`src/rtl/layer_engine_if.sv`:
```
// Sequencer <-> layer engine bundle: step/clear controls, weight and
// activation read data, and the result write port toward the next-layer
// buffer. The sequencer side uses master, the engine uses slave.
`timescale 1ns/1ps

interface layer_engine_if #(
  parameter int DATA_W = 8,
  parameter int CNT_W  = 8,
  parameter int ADDR_W = 12
);
  logic                     layerrst;
  logic [3:0]               layerindex;
  logic [ADDR_W-1:0]        addr;
  logic [CNT_W-1:0]         fanin;
  logic [CNT_W-1:0]         fanout;
  logic signed [DATA_W-1:0] weight;
  logic signed [DATA_W-1:0] act;
  logic [CNT_W-1:0]         act_addr;
  logic                     out_we;
  logic [CNT_W-1:0]         out_addr;
  logic signed [DATA_W-1:0] out_data;
  logic [3:0]               out_layer;
  logic                     done;
  logic                     seq_err;

  modport master (
    output layerrst, layerindex, addr, fanin, fanout, weight, act,
    input  act_addr, out_we, out_addr, out_data, out_layer, done, seq_err
  );

  modport slave (
    input  layerrst, layerindex, addr, fanin, fanout, weight, act,
    output act_addr, out_we, out_addr, out_data, out_layer, done, seq_err
  );
endinterface

```
`src/rtl/layer_engine.sv`:
```
// Per-layer MAC engine. Consumes one weight/activation pair per cycle while
// the sequencer steps, accumulates each neuron's dot product, writes the
// scaled and saturated result, and raises done after the last neuron.
// Build option: define LAYER_ENGINE_RELU_EN to clamp negative results to 0.
`timescale 1ns/1ps

module layer_engine #(
  parameter int DATA_W    = 8,
  parameter int ACC_W     = 24,
  parameter int FRAC_BITS = 4,
  parameter int CNT_W     = 8,
  parameter int ADDR_W    = 12
) (
  input logic           clk,
  input logic           rst,
  layer_engine_if.slave bus
);

  // CLR doubles as the issue slot for pair 0 on the first cycle the
  // sequencer releases layerrst, so pair 0 meets addr 0.
  typedef enum logic [1:0] {CLR, ISSUE, DRAIN, FIN} state_t;

  localparam logic signed [ACC_W-1:0] SAT_MAX = ACC_W'(2 ** (DATA_W - 1) - 1);
  localparam logic signed [ACC_W-1:0] SAT_MIN = ACC_W'(-(2 ** (DATA_W - 1)));

  state_t state, state_next;

  logic [CNT_W-1:0]  fanin_q, fanout_q;
  logic [CNT_W-1:0]  in_iss, neu_iss;
  logic [ADDR_W-1:0] step_cnt;

  // One-cycle pipe describing the pair whose data arrives this cycle.
  logic             valid_d, first_d, last_d;
  logic [CNT_W-1:0] neu_d;

  logic signed [ACC_W-1:0] acc;
  logic                    out_we_q;
  logic [CNT_W-1:0]        out_addr_q;
  logic signed [DATA_W-1:0] out_data_q;
  logic [3:0]              out_layer_q;
  logic                    seq_err_q;

  logic empty, last_in, last_pair, issue;
  logic signed [DATA_W-1:0]   w_s, a_s;
  logic signed [2*DATA_W-1:0] prod;
  logic signed [ACC_W-1:0]    acc_next, shifted;
  logic signed [DATA_W-1:0]   out_val;

  assign empty     = (fanin_q == '0) || (fanout_q == '0);
  assign last_in   = (in_iss == fanin_q - CNT_W'(1));
  assign last_pair = last_in && (neu_iss == fanout_q - CNT_W'(1));

  assign w_s      = bus.weight;
  assign a_s      = bus.act;
  assign prod     = w_s * a_s;
  assign acc_next = (first_d ? '0 : acc) + ACC_W'(prod);
  assign shifted  = acc_next >>> FRAC_BITS;

  // Output stage: saturate the scaled sum to the data range (and clamp
  // negatives when the ReLU build option is on).
  always_comb begin
    if (shifted > SAT_MAX)      out_val = SAT_MAX[DATA_W-1:0];
    else if (shifted < SAT_MIN) out_val = SAT_MIN[DATA_W-1:0];
    else                        out_val = shifted[DATA_W-1:0];
`ifdef LAYER_ENGINE_RELU_EN
    if (shifted[ACC_W-1]) out_val = '0;
`endif
  end

  // Next-state and issue decode; layerrst overrides everything.
  always_comb begin
    // NOTE: every signal written here gets a default first so no path
    // leaves it unassigned, which would infer a latch.
    state_next = state;
    issue      = 1'b0;
    case (state)
      CLR: begin
        if (empty) begin
          state_next = DRAIN;
        end else begin
          issue      = 1'b1;
          state_next = last_pair ? DRAIN : ISSUE;
        end
      end
      ISSUE: begin
        issue = 1'b1;
        if (last_pair) state_next = DRAIN;
      end
      DRAIN:   if (!valid_d) state_next = FIN;
      FIN:     state_next = FIN;
      default: state_next = CLR;
    endcase
    if (bus.layerrst) begin
      state_next = CLR;
      issue      = 1'b0;
    end
  end

  // State register.
  always_ff @(posedge clk or posedge rst) begin
    // NOTE: clocked state is updated with non-blocking assignments so every
    // flop samples the pre-edge values, independent of block ordering.
    if (rst) state <= CLR;
    else     state <= state_next;
  end

  // Issue counters, accumulate pipe, result register and step checking.
  always_ff @(posedge clk or posedge rst) begin
    if (rst) begin
      fanin_q     <= '0;
      fanout_q    <= '0;
      in_iss      <= '0;
      neu_iss     <= '0;
      step_cnt    <= '0;
      valid_d     <= 1'b0;
      first_d     <= 1'b0;
      last_d      <= 1'b0;
      neu_d       <= '0;
      acc         <= '0;
      out_we_q    <= 1'b0;
      out_addr_q  <= '0;
      out_data_q  <= '0;
      out_layer_q <= '0;
      seq_err_q   <= 1'b0;
    end else if (bus.layerrst) begin
      fanin_q    <= bus.fanin;
      fanout_q   <= bus.fanout;
      in_iss     <= '0;
      neu_iss    <= '0;
      step_cnt   <= '0;
      valid_d    <= 1'b0;
      first_d    <= 1'b0;
      last_d     <= 1'b0;
      neu_d      <= '0;
      acc        <= '0;
      out_we_q   <= 1'b0;
      out_addr_q <= '0;
      out_data_q <= '0;
    end else begin
      valid_d  <= issue;
      first_d  <= (in_iss == '0);
      last_d   <= last_in;
      neu_d    <= neu_iss;
      out_we_q <= 1'b0;
      if (issue) begin
        step_cnt <= step_cnt + ADDR_W'(1);
        if (bus.addr != step_cnt) seq_err_q <= 1'b1;
        if (last_in) begin
          in_iss  <= '0;
          neu_iss <= neu_iss + CNT_W'(1);
        end else begin
          in_iss <= in_iss + CNT_W'(1);
        end
      end
      if (valid_d) begin
        acc <= acc_next;
        if (last_d) begin
          out_we_q    <= 1'b1;
          out_addr_q  <= neu_d;
          out_data_q  <= out_val;
          out_layer_q <= bus.layerindex;
        end
      end
    end
  end

  assign bus.act_addr  = in_iss;
  assign bus.out_we    = out_we_q;
  assign bus.out_addr  = out_addr_q;
  assign bus.out_data  = out_data_q;
  assign bus.out_layer = out_layer_q;
  assign bus.done      = (state == FIN);
  assign bus.seq_err   = seq_err_q;

endmodule

```
`src/flat_wrapper.sv`:
```
// flat-port wrapper written by rule: the top's interface ports become plain ports
module layer_engine_flat 
#(
  parameter int DATA_W    = 8,
  parameter int ACC_W     = 24,
  parameter int FRAC_BITS = 4,
  parameter int CNT_W     = 8,
  parameter int ADDR_W    = 12
)
  (clk, rst, bus_layerrst, bus_layerindex, bus_addr, bus_fanin, bus_fanout, bus_weight, bus_act, bus_act_addr, bus_out_we, bus_out_addr, bus_out_data, bus_out_layer, bus_done, bus_seq_err);
  layer_engine_if #(.DATA_W(DATA_W), .CNT_W(CNT_W), .ADDR_W(ADDR_W)) bus_i ();
  input logic clk;
  input logic rst;
  input wire logic [$bits(bus_i.layerrst)-1:0] bus_layerrst;
  input wire logic [$bits(bus_i.layerindex)-1:0] bus_layerindex;
  input wire logic [$bits(bus_i.addr)-1:0] bus_addr;
  input wire logic [$bits(bus_i.fanin)-1:0] bus_fanin;
  input wire logic [$bits(bus_i.fanout)-1:0] bus_fanout;
  input wire logic [$bits(bus_i.weight)-1:0] bus_weight;
  input wire logic [$bits(bus_i.act)-1:0] bus_act;
  output wire logic [$bits(bus_i.act_addr)-1:0] bus_act_addr;
  output wire logic [$bits(bus_i.out_we)-1:0] bus_out_we;
  output wire logic [$bits(bus_i.out_addr)-1:0] bus_out_addr;
  output wire logic [$bits(bus_i.out_data)-1:0] bus_out_data;
  output wire logic [$bits(bus_i.out_layer)-1:0] bus_out_layer;
  output wire logic [$bits(bus_i.done)-1:0] bus_done;
  output wire logic [$bits(bus_i.seq_err)-1:0] bus_seq_err;
  assign bus_i.layerrst = bus_layerrst;
  assign bus_i.layerindex = bus_layerindex;
  assign bus_i.addr = bus_addr;
  assign bus_i.fanin = bus_fanin;
  assign bus_i.fanout = bus_fanout;
  assign bus_i.weight = bus_weight;
  assign bus_i.act = bus_act;
  assign bus_act_addr = bus_i.act_addr;
  assign bus_out_we = bus_i.out_we;
  assign bus_out_addr = bus_i.out_addr;
  assign bus_out_data = bus_i.out_data;
  assign bus_out_layer = bus_i.out_layer;
  assign bus_done = bus_i.done;
  assign bus_seq_err = bus_i.seq_err;
  layer_engine #(.DATA_W(DATA_W), .ACC_W(ACC_W), .FRAC_BITS(FRAC_BITS), .CNT_W(CNT_W), .ADDR_W(ADDR_W)) u_core (.clk(clk), .rst(rst), .bus(bus_i));
endmodule
```
`config.mk`:
```
export PLATFORM = sky130hd
export DESIGN_NAME = layer_engine_flat
export DESIGN_NICKNAME = d
export VERILOG_FILES = /design/src/rtl/layer_engine_if.sv /design/src/rtl/layer_engine.sv /design/src/flat_wrapper.sv
export SDC_FILE = /design/constraint.sdc
export NUM_CORES = 1
export LEC_CHECK = 0
export BUFFER_PORTS_ARGS = -buffer_cell sky130_fd_sc_hd__buf_4
export CAP_MARGIN = 20
export CORE_UTILIZATION = 55
export CTS_BUF_LIST = sky130_fd_sc_hd__clkbuf_8
export DETAILED_ROUTE_END_ITERATION = 12
export PLACE_DENSITY_LB_ADDON = 0.25
export SYNTH_ARGS = -nofsm -noshare
export SYNTH_HDL_FRONTEND = slang
export SYNTH_SLANG_ARGS = --single-unit
```
`constraint.sdc`:
```
create_clock -name clk -period 5 [get_ports clk]
set_input_delay 0.5 -clock clk [delete_from_list [all_inputs] [get_ports clk]]
set_output_delay 0.5 -clock clk [all_outputs]
set_load 0.02 [all_outputs]
```
==> results.yml, run 1 <==
run_status:
  outcome: "finished with violations"
  violations: "setup timing"
logic_synthesis:
  netlist_area_mm2: 0.00896
  syn-num-nets: 1132
  synth-async-reset-ratio_pct: 100
  ys_types: 70
  synth_fa_ha_area_share_pct: 20.8
  synth_warnings: 0
  synth_top_family_by_area: "adder cells"
  synthMuxAreaShare_pct: 4.80
  yosys.area_share.simple_pct: 19.1
  synth_area_per_cell_um2: 9.27
  synth-xor-area-share_pct: 9.41
  synth-edff-count: 0
  syn_inst: 967
  synth_compound_area_share_pct: 11.8
  yosysSeqAreaShare_pct: 28.8
  synth-seq-cells: 103
  yosys_most_used_dff: "dfrtp_1"
sta:
  worstMarginPinSlew_ns: 0.922
  slew_viol_final: 0
  slew_headroom_pct: 38.3
  fin_crit_ns: 7.12
  finalSetupViolCount: 21
  clock_skew_ns: 0.0135
  hold_violations: 0
  min_period_over_period_pct: 142
  rsz0062_at_grt: "true"
  finalWorstSetupSlack_ns: -2.12
  fmax_mhz: 140
grt:
  grt_pass1_vias: 7438
  use_met3_pct: 3.63
  use_met2_pct: 44.2
  gr-usage-all-layers_pct: 25.7
  grt_overflow: 0
  grt_pass1_wl_mm: 34.4
  grtUsageMet1_pct: 34.2
  grt_max_degree: 89
  antenna_found_initial: 0
  top_usage_layer: "met2"
cts:
  cts_buffer_depth: 2
  cts_tree: "done"
  htreeDepth: 3
  cts_buffers: 9
  path_clk_slew_ns: 0.11
  clk_latency_ns: 0.39
  numClockSinks: 103
  clockRootBuffer: "clkbuf_8"
layout:
  final_cell_mix: "buf_4 (210), dfrtp_1 (103), nor2_1 (93), inv_1 (87), fa_1 (53)"
  synthToLayoutAreaGrowth_pct: 35.2
  layout-drive-gt1-share_pct: 33.5
  fillCellCount: 1028
  num_antenna_cells: 0
  fin_nets: 1358
  final_common_cell: "buf_4"
  fin_area_mm2: 0.0121
setup_path:
  max_stage_delay_ns: 0.58
  endpoint_kind: "flip-flop"
  critPathTopFamily: "adder cells"
  startpoint_type: "primary input"
  path_class: "primary input to flip-flop"
  crit_path_max_fanout: 7
  rrSetupSlack_ns: 0.54
  worstPathRequired_ns: 5.24
  crit_arrival_ns: 7.36
  cp_common_cell: "and2_4"
  cp_slowest_cell: "fa_2"
  crit_buf_inv: 6
die:
  start_util_pct: 56.4
  design.core.area_mm2: 0.0159
  dieArea_mm2: 0.0168
  ios: 82
  die_x_um: 130
  die_h_um: 130
  row_count: 46
run:
  maxCapViolations: 0
placed_design:
  place_area_mm2: 0.0109
  numPortBuffers: 81
  place_congestion: 0.844
  place_ws_ns: -2.39
  dpl.hpwl_mm: 15.5
route:
  ant_nets: 0
  drtPass1Iterations: 5
  first_iter_violations: 361
  via_per_inst: 5.51
  wirelength_mm: 22.8
  wire_per_inst_um: 16.1
  vias: 7795
  drc_errors: 0
min_path:
  hold_class: "primary input to asynchronous set/reset pin"
[stage by stage]
stage	hold WS [ns]	util (%)	TNS, ns	instances
floorplan	0.443	-	-22.88	967
global placement	0.445	68.5	-31.80	1366
detailed placement	0.448	68.5	-34.04	1366
CTS	0.190	73.0	-23.02	1401
global route	0.220	76.3	-31.11	1414
finish	0.176	76.3	-26.87	1414
[cell usage after synthesis, types with 36 or more instances]
cell type | n | area, µm²
dfrtp_1 | 103 | 2580
inv_1 | 96 | 360
nor2_1 | 96 | 360
ha_1 | 58 | 726
fa_1 | 56 | 1120
nand2_1 | 56 | 210
and2_1 | 53 | 332
xnor2_1 | 48 | 420
xor2_1 | 42 | 368
a21oi_1 | 41 | 205
nor2b_1 | 36 | 225
[final timing paths]
check | from | to | depth (start not counted)
setup reg to reg | u_core.first_d | u_core.bus.out_data[2] | 16
setup / recovery | bus_weight[6] | u_core.bus.out_data[2] | 30
hold / removal | rst | u_core.neu_iss[0] | 2
min in group clk | bus_fanout[2] | u_core.fanout_q[2] | 3
hold reg to reg | u_core.neu_d[2] | u_core.bus.out_addr[2] | 1
max in group asynchronous | rst | u_core.fanout_q[6] | 3
[layout make-up]
type	instances	area, µm²	share of cell area [%]
inverter	99	379	3.13
tap	216	270	2.23
timing repair buffer	242	1960	16.2
multi-input combinational	738	6720	55.5
clock inverter	7	88.8	0.733
sequential	103	2580	21.3
clock buffer	9	124	1.02
[registers in the layout, summed over array words and instances (netlist names), 2 cells and up]
| register | flops |
|---|---|
| u_core.neu_iss | 8 |
| u_core.bus.out_data | 8 |
| u_core.state | 2 |
| u_core.fanin_q | 8 |
| u_core.step_cnt | 12 |
| u_core.neu_d | 8 |
| u_core.bus.out_addr | 8 |
| u_core.fanout_q | 8 |
| u_core.bus.act_addr | 8 |
| u_core.bus.out_layer | 4 |
| u_core.acc | 24 |
[per-layer routing]
metal  wire length, µm  vias to the layer above
li1                  -                     3703
met1              9870                     3858
met2             11500                      183
met3               842                       51
met4               560                        0
met5                 0                        -
[repair_timing]
| action | in CTS | in global routing |
|---|---|---|
| buffers inserted | 22 | 20 |
| hold endpoints to repair | 0 | 0 |
| setup endpoints to repair | 21 | 22 |
| gates resized for setup | 68 | 90 |
| pin swaps | 40 | 60 |
| hold buffers | 0 | 0 |
| gates cloned | 0 | 0 |
[cells by family (layout without fill, tap and decap cells)]
kind of cell | after synthesis | in the layout
DFF | 103 | 103
AOI/OAI and AO/OA | 151 | 151
buffers and inverters | 126 | 357
muxes | 41 | 41
xor gates and xnor gates | 93 | 93
and+or+nand+nor | 337 | 337
adders and majority gates | 116 | 116
Power of run 1 is not shown: default switching activity piles up to over one toggle a cycle in this logic, so the estimate is an artifact.
==> run 2: changes to the inputs <==
- CORE_UTILIZATION: 55 -> 60
- CTS_CLUSTER_SIZE: not set -> 40
- PLACE_DENSITY: not set -> 0.8
- PLACE_DENSITY_LB_ADDON: 0.25 -> not set
==> run 2 against run 1 <==
Net effect:
- the flow still finishes with violations (setup timing)
- worst setup slack better by 0.15 ns
- sequential cell count unchanged
- clock skew decreased by 0.0015 ns
- global-route usage up 2.9 points
- critical path type unchanged
- critical endpoint is now u_core.bus.out_data[6]
- largest cell class unchanged
==> results.yml, run 2 (synthesized netlist as in run 1, its figures left out) <==
run:
  maxCapViolations: 0
sta:
  min_period_over_period_pct: 139
  slew_headroom_pct: 36.2
  fin_crit_ns: 6.97
  finalWorstSetupSlack_ns: -1.97
  hold_violations: 0
  finalSetupViolCount: 21
  worstMarginPinSlew_ns: 0.954
  rsz0062_at_grt: "true"
  fmax_mhz: 144
  clock_skew_ns: 0.0120
  slew_viol_final: 0
cts:
  cts_buffers: 9
  clk_latency_ns: 0.37
  htreeDepth: 3
  numClockSinks: 103
  clockRootBuffer: "clkbuf_8"
  cts_buffer_depth: 2
  cts_tree: "done"
  path_clk_slew_ns: 0.10
die:
  start_util_pct: 61.6
  row_count: 44
  design.core.area_mm2: 0.0145
  ios: 82
  dieArea_mm2: 0.0154
  die_h_um: 124
  die_x_um: 124
route:
  drc_errors: 0
  wire_per_inst_um: 15.9
  via_per_inst: 5.63
  wirelength_mm: 21.7
  drtPass1Iterations: 5
  first_iter_violations: 467
  vias: 7694
  ant_nets: 0
layout:
  fin_util_pct: 78.9
  largest_register_ffs: 24
  layout-drive-gt1-share_pct: 28.7
  fin_area_mm2: 0.0115
  num_antenna_cells: 0
  top_regs: "u_core.acc (24), u_core.step_cnt (12)"
  fin_nets: 1344
  largest-register: "u_core.acc"
  final_cell_mix: "buf_4 (217), dfrtp_1 (103), nor2_1 (96), inv_1 (93), fa_1 (55)"
  final_common_cell: "buf_4"
  synthToLayoutAreaGrowth_pct: 28.0
grt:
  grt_pass1_wl_mm: 36.3
  grt_max_degree: 90
  gr-usage-all-layers_pct: 28.6
  grt_pass1_vias: 7753
  grt_overflow: 0
  antenna_found_initial: 0
placed_design:
  numPortBuffers: 81
  dpl.hpwl_mm: 15.8
  place_congestion: 0.850
  place_area_mm2: 0.0109
setup_path:
  reg2reg_from: "u_core.first_d"
  cp_common_cell: "fa_1"
  rrSetupSlack_ns: 0.73
  path_class: "primary input to flip-flop"
  crit_end: "u_core.bus.out_data[6]"
  crit_buf_inv: 7
  critPathTopFamily: "adder cells"
  cp_num_cells: 30
  cp_slowest_cell: "fa_1"
  worstPathRequired_ns: 5.26
  max_stage_delay_ns: 0.56
  endpoint_kind: "flip-flop"
  crit_arrival_ns: 7.23
  reg2reg_depth: 15
  startpoint: "bus_weight[6]"
  startpoint_type: "primary input"
  crit_path_max_fanout: 6
  r2r_end: "u_core.bus.out_data[6]"
run_status:
  violations: "setup timing"
  outcome: "finished with violations"
min_path:
  hold_class: "primary input to asynchronous set/reset pin"
==> run 2: repair_timing <==
item / in CTS / in global routing
gates resized for setup: 37 / 24
endpoints found under the setup margin: 21 / 22
setup buffers: 10 / 6
hold endpoints to repair: 0 / 0
hold buffers: 0 / 0
pin swaps: 29 / 30
cloned: 0 / 0
==> run 2: worst min path at each step <==
stage / from / to / slack [ns] / cells past startpoint
after CTS: rst / u_core.acc[0] / 0.27 / 2
after detailed placement: u_core.neu_d[7] / u_core.bus.out_addr[7] / 0.45 / 1
after floorplan: u_core.neu_d[0] / u_core.bus.out_addr[0] / 0.44 / 1
after global routing: rst / u_core.bus.out_addr[3] / 0.30 / 2
after global placement: u_core.neu_d[6] / u_core.bus.out_addr[6] / 0.45 / 1
final: rst / u_core.acc[0] / 0.25 / 2
==> run 2: per-layer routing <==
layer / vias up / global-route usage, % / share of wire (%)
li1: 3675 / - / -
met1: 3804 / 39.2 / 44
met2: 187 / 48.4 / 51
met3: 28 / 3.45 / 3.8
met4: 0 / 6.66 / 1.5
met5: - / 0 / 0
==> run 2: area by class of cell <==
type | instances | area [µm²]
multi-input combinational | 738 | 6330
fill | 932 | 3060
sequential | 103 | 2580
timing repair buffer | 228 | 1760
inverter | 99 | 377
tap | 184 | 230
clock buffer | 9 | 124
clock inverter | 6 | 71.3
==> run 2: worst reg2reg max path: cells and delay by family, from the launching register on <==
family	cells	cell delay, ns
buf+inv	2	0.23
fa+ha+maj	2	0.58
flops	1	0.54
simple gates	5	1.69
compound gates	6	1.12
==> run 2: metrics by stage <==
step | setup TNS, ns | instances | setup WS, ns | hold WS (ns)
3_5_place_dp | -34.56 | 1337 | -2.37 | 0.451
3_3_place_gp | -32.23 | 1337 | -2.25 | 0.446
5_1_grt | -31.13 | 1367 | -2.18 | 0.304
6_report | -26.38 | 1367 | -1.97 | 0.249
2_1_floorplan | -22.88 | 967 | -2.01 | 0.443
4_1_cts | -24.24 | 1361 | -1.88 | 0.270
Power of run 2 is left out for the same reason.
